### src/rtl/mem_align_rmw.sv
// Load/store alignment unit: maps byte/half/word requests onto a word-only memory,
// extracting and extending load lanes and running read-modify-write for sub-word stores.
module mem_align_rmw #(
  parameter int ADDRWIDTH = 32
) (
  input  logic                 clk,
  input  logic                 reset,
  input  logic                 req_valid,
  output logic                 req_ready,
  input  logic                 req_we,
  input  logic [1:0]           req_size,
  input  logic                 req_signext,
  input  logic [ADDRWIDTH-1:0] req_addr,
  input  logic [31:0]          req_wdata,
  output logic                 resp_valid,
  output logic [31:0]          resp_rdata,
  output logic                 resp_err,
  output logic                 mem_valid,
  output logic                 mem_we,
  output logic [ADDRWIDTH-1:0] mem_addr,
  output logic [31:0]          mem_wdata,
  input  logic                 mem_ready,
  input  logic [31:0]          mem_rdata
);

  typedef enum logic [1:0] {S_IDLE, S_RD, S_WR, S_RESP} state_t;

  localparam logic [1:0] SZ_BYTE = 2'b00;
  localparam logic [1:0] SZ_HALF = 2'b01;
  localparam logic [1:0] SZ_WORD = 2'b10;

  state_t      r_state;
  logic        r_we;
  logic [1:0]  r_size;
  logic        r_signext;
  logic [1:0]  r_off;
  logic [15:0] r_lane;

  logic        w_err;
  logic [7:0]  w_byte;
  logic [15:0] w_half;
  logic [31:0] w_load;
  logic [31:0] w_merge;

  always_comb begin
    w_err = (req_size == 2'b11) ||
            (req_size == SZ_HALF && req_addr[0]) ||
            (req_size == SZ_WORD && req_addr[1:0] != 2'b00);
  end

  // Big-endian lanes: offset 0 is the most significant byte of the word.
  always_comb begin
    // NOTE: every output of a combinational block gets a default first so no path infers a latch.
    w_byte = mem_rdata[7:0];
    w_half = r_off[1] ? mem_rdata[15:0] : mem_rdata[31:16];
    case (r_off)
      2'd0:    w_byte = mem_rdata[31:24];
      2'd1:    w_byte = mem_rdata[23:16];
      2'd2:    w_byte = mem_rdata[15:8];
      default: w_byte = mem_rdata[7:0];
    endcase
    case (r_size)
      SZ_BYTE: w_load = r_signext ? {{24{w_byte[7]}}, w_byte} : {24'b0, w_byte};
      SZ_HALF: w_load = r_signext ? {{16{w_half[15]}}, w_half} : {16'b0, w_half};
      default: w_load = mem_rdata;
    endcase
  end

  always_comb begin
    w_merge = mem_rdata;
    if (r_size == SZ_BYTE) begin
      case (r_off)
        2'd0:    w_merge[31:24] = r_lane[7:0];
        2'd1:    w_merge[23:16] = r_lane[7:0];
        2'd2:    w_merge[15:8]  = r_lane[7:0];
        default: w_merge[7:0]   = r_lane[7:0];
      endcase
    end else if (r_off[1]) begin
      w_merge[15:0] = r_lane;
    end else begin
      w_merge[31:16] = r_lane;
    end
  end

  always_ff @(posedge clk or negedge reset) begin
    if (!reset) begin
      r_state    <= S_IDLE;
      r_we       <= 1'b0;
      r_size     <= 2'b00;
      r_signext  <= 1'b0;
      r_off      <= 2'b00;
      r_lane     <= 16'b0;
      req_ready  <= 1'b1;
      resp_valid <= 1'b0;
      resp_rdata <= 32'b0;
      resp_err   <= 1'b0;
      mem_valid  <= 1'b0;
      mem_we     <= 1'b0;
      mem_addr   <= '0;
      mem_wdata  <= 32'b0;
    end else begin
      // NOTE: sequential state uses non-blocking assignments so every register samples pre-edge values.
      case (r_state)
        S_IDLE: begin
          if (req_valid) begin
            req_ready <= 1'b0;
            r_we      <= req_we;
            r_size    <= req_size;
            r_signext <= req_signext;
            r_off     <= req_addr[1:0];
            r_lane    <= req_wdata[15:0];
            if (w_err) begin
              resp_valid <= 1'b1;
              resp_err   <= 1'b1;
              resp_rdata <= 32'b0;
              r_state    <= S_RESP;
            end else begin
              mem_valid <= 1'b1;
              mem_addr  <= {req_addr[ADDRWIDTH-1:2], 2'b00};
              if (req_we && req_size == SZ_WORD) begin
                mem_we    <= 1'b1;
                mem_wdata <= req_wdata;
                r_state   <= S_WR;
              end else begin
                mem_we  <= 1'b0;
                r_state <= S_RD;
              end
            end
          end
        end
        S_RD: begin
          if (mem_ready) begin
            if (r_we) begin
              mem_we    <= 1'b1;
              mem_wdata <= w_merge;
              r_state   <= S_WR;
            end else begin
              mem_valid  <= 1'b0;
              resp_valid <= 1'b1;
              resp_rdata <= w_load;
              r_state    <= S_RESP;
            end
          end
        end
        S_WR: begin
          if (mem_ready) begin
            mem_valid  <= 1'b0;
            mem_we     <= 1'b0;
            resp_valid <= 1'b1;
            resp_rdata <= 32'b0;
            r_state    <= S_RESP;
          end
        end
        default: begin
          resp_valid <= 1'b0;
          resp_err   <= 1'b0;
          resp_rdata <= 32'b0;
          req_ready  <= 1'b1;
          r_state    <= S_IDLE;
        end
      endcase
    end
  end

endmodule

### config.mk
export PLATFORM = sky130hd
export DESIGN_NAME = mem_align_rmw
export DESIGN_NICKNAME = d
export VERILOG_FILES = /design/src/rtl/mem_align_rmw.sv
export SDC_FILE = /design/constraint.sdc
export NUM_CORES = 1
export LEC_CHECK = 0
export BUFFER_PORTS_ARGS = -buffer_cell sky130_fd_sc_hd__buf_2
export CAP_MARGIN = 5
export CORE_ASPECT_RATIO = 1.4
export CORE_MARGIN = 4
export CORE_UTILIZATION = 45
export CTS_BUF_LIST = sky130_fd_sc_hd__clkbuf_8 sky130_fd_sc_hd__clkbuf_16
export CTS_CLUSTER_DIAMETER = 60
export DETAILED_ROUTE_END_ITERATION = 16
export PLACE_DENSITY = 0.74
export SLEW_MARGIN = 10
export SYNTH_ARGS = -nofsm -noshare
export SYNTH_HDL_FRONTEND = slang
export SYNTH_SLANG_ARGS = --single-unit
### constraint.sdc
create_clock -name clk -period 2.1 [get_ports clk]
set_clock_uncertainty 0.1 [all_clocks]
set_input_delay 0 -clock clk [delete_from_list [all_inputs] [get_ports clk]]
set_output_delay 0 -clock clk [all_outputs]
set_load 0.02 [all_outputs]
==> Implementation_results.wiki <==
{| class="wikitable"
! Metric !! Value
|-
| Number of buffers inserted by port buffering || slightly above 200
|-
| Slew HR || 62.4%
|-
| Total number of clock tree sinks || roughly 120
|-
| Met3 capacity usage during global routing || between 6 and 7%
|-
| Clock-pin slew of the registers on the worst-case setup and hold paths || ~0.060 ns
|-
| Starting density of the core || 46.0%
|-
| Final Hold Viols || 0
|-
| Cts bufs inserted || 17
|-
| Area of the die || roughly 17000 um2
|-
| Drt total wl || ~22 mm
|-
| Max-cap violation count || 0
|-
| Maximum number of pins on one net before global-route repair || between 50 and 60
|-
| Setup violators final || 0
|-
| Number of synthesized register bits || roughly 120
|-
| Share of total power in sequential cells || 27.4%
|-
| Peak clock frequency supported by timing || 0.500 GHz
|-
| Maximum clock path buffer count || 2
|-
| Htree depth || 4
|-
| Power share of the clock group || 21.3%
|-
| Synth unique cells || just under 50
|-
| Met1 track utilization from global routing || 29.0%
|-
| Launch point of the worst path || r_off[0]
|-
| RePlAce Congestion || roughly 0.86
|-
| Total standard cell area after synthesis || ~6600 um2
|-
| Arr. time, crit path || around 2.2 ns
|-
| Highest-utilization routing layer at the global route stage || met2
|-
| Overall via count from detail_route || around 6100
|-
| Die extent in x || between 100 and 150 um
|-
| Post CTS Setup Buffer Count || 0
|-
| Mapped Cells || roughly 580
|-
| Max-slew violation count || 0
|-
| Portion of the clock cycle consumed by the worst path in the final layout || 95.3%
|-
| Synthesis-to-finish area growth || 46.1%
|-
| Switching part of the total || about two fifths
|-
| Net switching power of the design || ~6400 uW
|-
| Count of non-filler cells in the finished layout || between 1000 and 1500
|-
| Number of inserted diodes || 0
|-
| Cell area power density || 1640 nW/um2
|-
| GRT Overall Usage || a little over a quarter
|-
| Internal Power || between 9000 and 10000 uW
|-
| Unrepaired setup endpoints after global routing || no
|-
| Remaining routing DRC violations || 0
|-
| Clock latency on the worst-skew pair || about 0.42 ns
|-
| Net count of the finished layout || a little under 1000
|-
| Placed cells || between 900 and 1000
|-
| Start-to-end type of the worst setup path || register to register
|-
| Combinational Power Share || between 50% and 60%
|-
| Post-synthesis area per instance || roughly 11 um2
|-
| Most frequent cells in the layout || buf_2, dfrtp_1, dlygate4sd3_1
|-
| CTS tree || yes
|-
| Proportion of layout cells with a drive suffix above 1 || between 40% and 50%
|-
| Final period demand of the worst path || about 2.0 ns
|-
| Hpwl dp || 15.3 mm
|-
| Number of nets with antenna violations after detailed routing || 0
|-
| Die Y || 152 um
|-
| Setup TNS || 0 ns
|-
| LEAKAGE || between 0.004 and 0.005 uW
|-
| Global-route wire length before repair || 34.8 mm
|-
| Vias in the first global route || ~6600
|-
| Detail-routed via count per cell || between 5 and 6
|-
| Count of TritonRoute iterations in the first routing pass || 5
|-
| FF-to-FF path depth || 5
|-
| Most common cell after layout, fill and taps aside || buf_2
|-
| Placeable core region || roughly 14000 um2
|-
| Number of top-level pins || just over 200
|-
| Worst vdd ir || 0.00100 V
|-
| YS warnings || 0
|-
| Crit end category || register
|-
| Startpoint type of the worst setup path || register
|-
| Outcome || finished clean
|-
| Site row count || between 50 and 60
|-
| Met2 Track Usage GR || ~46%
|-
| Transition time at the pin with the least slew margin || 0.563 ns
|-
| WL/cell || approximately 20 um
|-
| Maximum fanout along the worst path || 25
|-
| Reg2Reg Setup Slack || roughly 0.098 ns
|-
| Sequential-to-total area share from yosys stat || 46.3%
|-
| Worst hold-check path type || input pin to async pin
|-
| Clock root buffer || clkbuf_16
|-
| Total gr overflow || 0
|-
| Origin of the critical flop-to-flop path || r_off[0]
|-
| Terminus of the critical flop-to-flop path || resp_rdata[13]
|-
| Number of DRC markers in iteration 0 || 514
|-
| CP Data Required Time || approximately 2.3 ns
|-
| Antenna violations before repair || 0
|}
how the worst max path moves through the flow:
| stage | end | slack [ns] |
|---|---|---|
| final | resp_rdata[13] | 0.1 |
| after global routing | resp_rdata[5] | 0.0009 |
| after CTS | mem_wdata[4] | 0.01 |
| after detailed placement | resp_rdata[9] | 0.002 |
| after global placement | resp_rdata[26] | 0.08 |
| after floorplan | mem_wdata[10] | 0.11 |
final cells by class:
cell class	count	area [um2]
flip-flops and latches	123	3080
multi-input cells	401	3300
inverters	8	30.0
clock buffers	18	439
repair buffers	336	2390
well taps	189	236
fillers	1037	4730
clock inverters	14	243
critical path, cell delays in order, from the launching register on:
cell and delay, ns:
dfrtp_1 0.55, mux2_2 0.39, a32oi_2 0.25, buf_12 0.20, o21ai_0 0.11, a32o_1 0.28
registers in the layout, summed over array words and instances, names as in the netlist:
name and count:
mem_addr 30, r_state 2, r_lane 16, r_off 2
r_signext 1, resp_err 1, resp_valid 1, r_size 2
mem_we 1, mem_wdata 32, req_ready 1, mem_valid 1
r_we 1, resp_rdata 32
cells by family (layout without fill, tap and decap cells):
logic type	after synthesis	after routing	share of synthesized area, %
buffers and inverters	55	376	4.42
AO/OA/AOI/OAI	119	119	13.6
other	1	2	0.0564
flip-flops	123	123	46.3
adder cells (fa/ha/maj)	4	4	0.753
multiplexers	142	142	24.9
AND/OR/NAND/NOR	134	134	9.92
per-layer routing:
layer | share of wire [%] | up-vias
met2 | 52 | 308
met5 | 0 | -
met4 | 5.1 | 0
met3 | 6.9 | 93
met1 | 36 | 2962
li1 | - | 2749
Yosys cell counts (all sizes together):
cell type / n / area (um2)
a211o: 1 / 17.5
nor3b: 1 / 12.5
a2111oi: 1 / 8.76
o221ai: 16 / 140
o41ai: 1 / 8.76
nor3: 4 / 31.3
nand2b: 27 / 169
inv: 7 / 26.3
a2bb2oi: 1 / 8.76
nor4: 3 / 18.8
a211oi: 1 / 7.51
nor2b: 2 / 12.5
o2bb2ai: 1 / 8.76
mux2: 95 / 1180
mux2i: 47 / 470
a21o: 1 / 7.51
o31ai: 5 / 51.3
conb: 1 / 3.75
clkbuf: 18 / 67.6
a21bo: 1 / 10.0
a31oi: 8 / 50.1
a32o: 25 / 250
and4: 1 / 8.76
dfrtp: 122 / 3050
nor2: 20 / 80.1
or3: 1 / 6.26
o21bai: 2 / 15.0
o21ai: 29 / 145
nand3b: 2 / 15.0
clkinv: 1 / 3.75
nand2: 48 / 180
a32oi: 1 / 16.3
ha: 4 / 50.1
buf: 29 / 196
a21oi: 16 / 83.8
a22o: 7 / 61.3
o211ai: 2 / 15.0
nand3: 25 / 125
dfstp: 1 / 26.3
per-stage QoR:
| stage | hold WS (ns) | power, uW | setup slack (ns) | utilization [%] | cell area, um2 |
|---|---|---|---|---|---|
| 4_1_cts | 0.000763 | 15800 | 0.0136 | 67.1 | 9690 |
| 3_5_place_dp | -0.0791 | 12200 | 0.00193 | 55.5 | 8020 |
| 2_1_floorplan | -0.396 | 9710 | 0.107 | - | 6650 |
| 5_1_grt | 0.0444 | 16800 | 0.000872 | 67.2 | 9710 |
| 3_3_place_gp | -0.0863 | 12000 | 0.0832 | 55.5 | 8020 |
| 6_report | 0.00976 | 16000 | 0.0982 | 67.2 | 9710 |
power groups by stage:
| stage | clock (uW) | sequential (uW) | combinational [uW] |
|---|---|---|---|
| 2_1_floorplan | 0 | 4990 | 4720 |
| 3_5_place_dp | 0 | 4320 | 7930 |
| 5_1_grt | 3540 | 4470 | 8770 |
| 6_report | 3400 | 4370 | 8200 |
| 4_1_cts | 3430 | 4320 | 8090 |
| 3_3_place_gp | 0 | 4290 | 7680 |
timing repair:
item	in CTS	in global routing
resized for setup	1	7
hold endpoints to repair	235	0
hold buffers	99	0
pin swaps	0	0
setup endpoints to repair	15	65
Note: power is estimated with default switching activity, not from simulation.
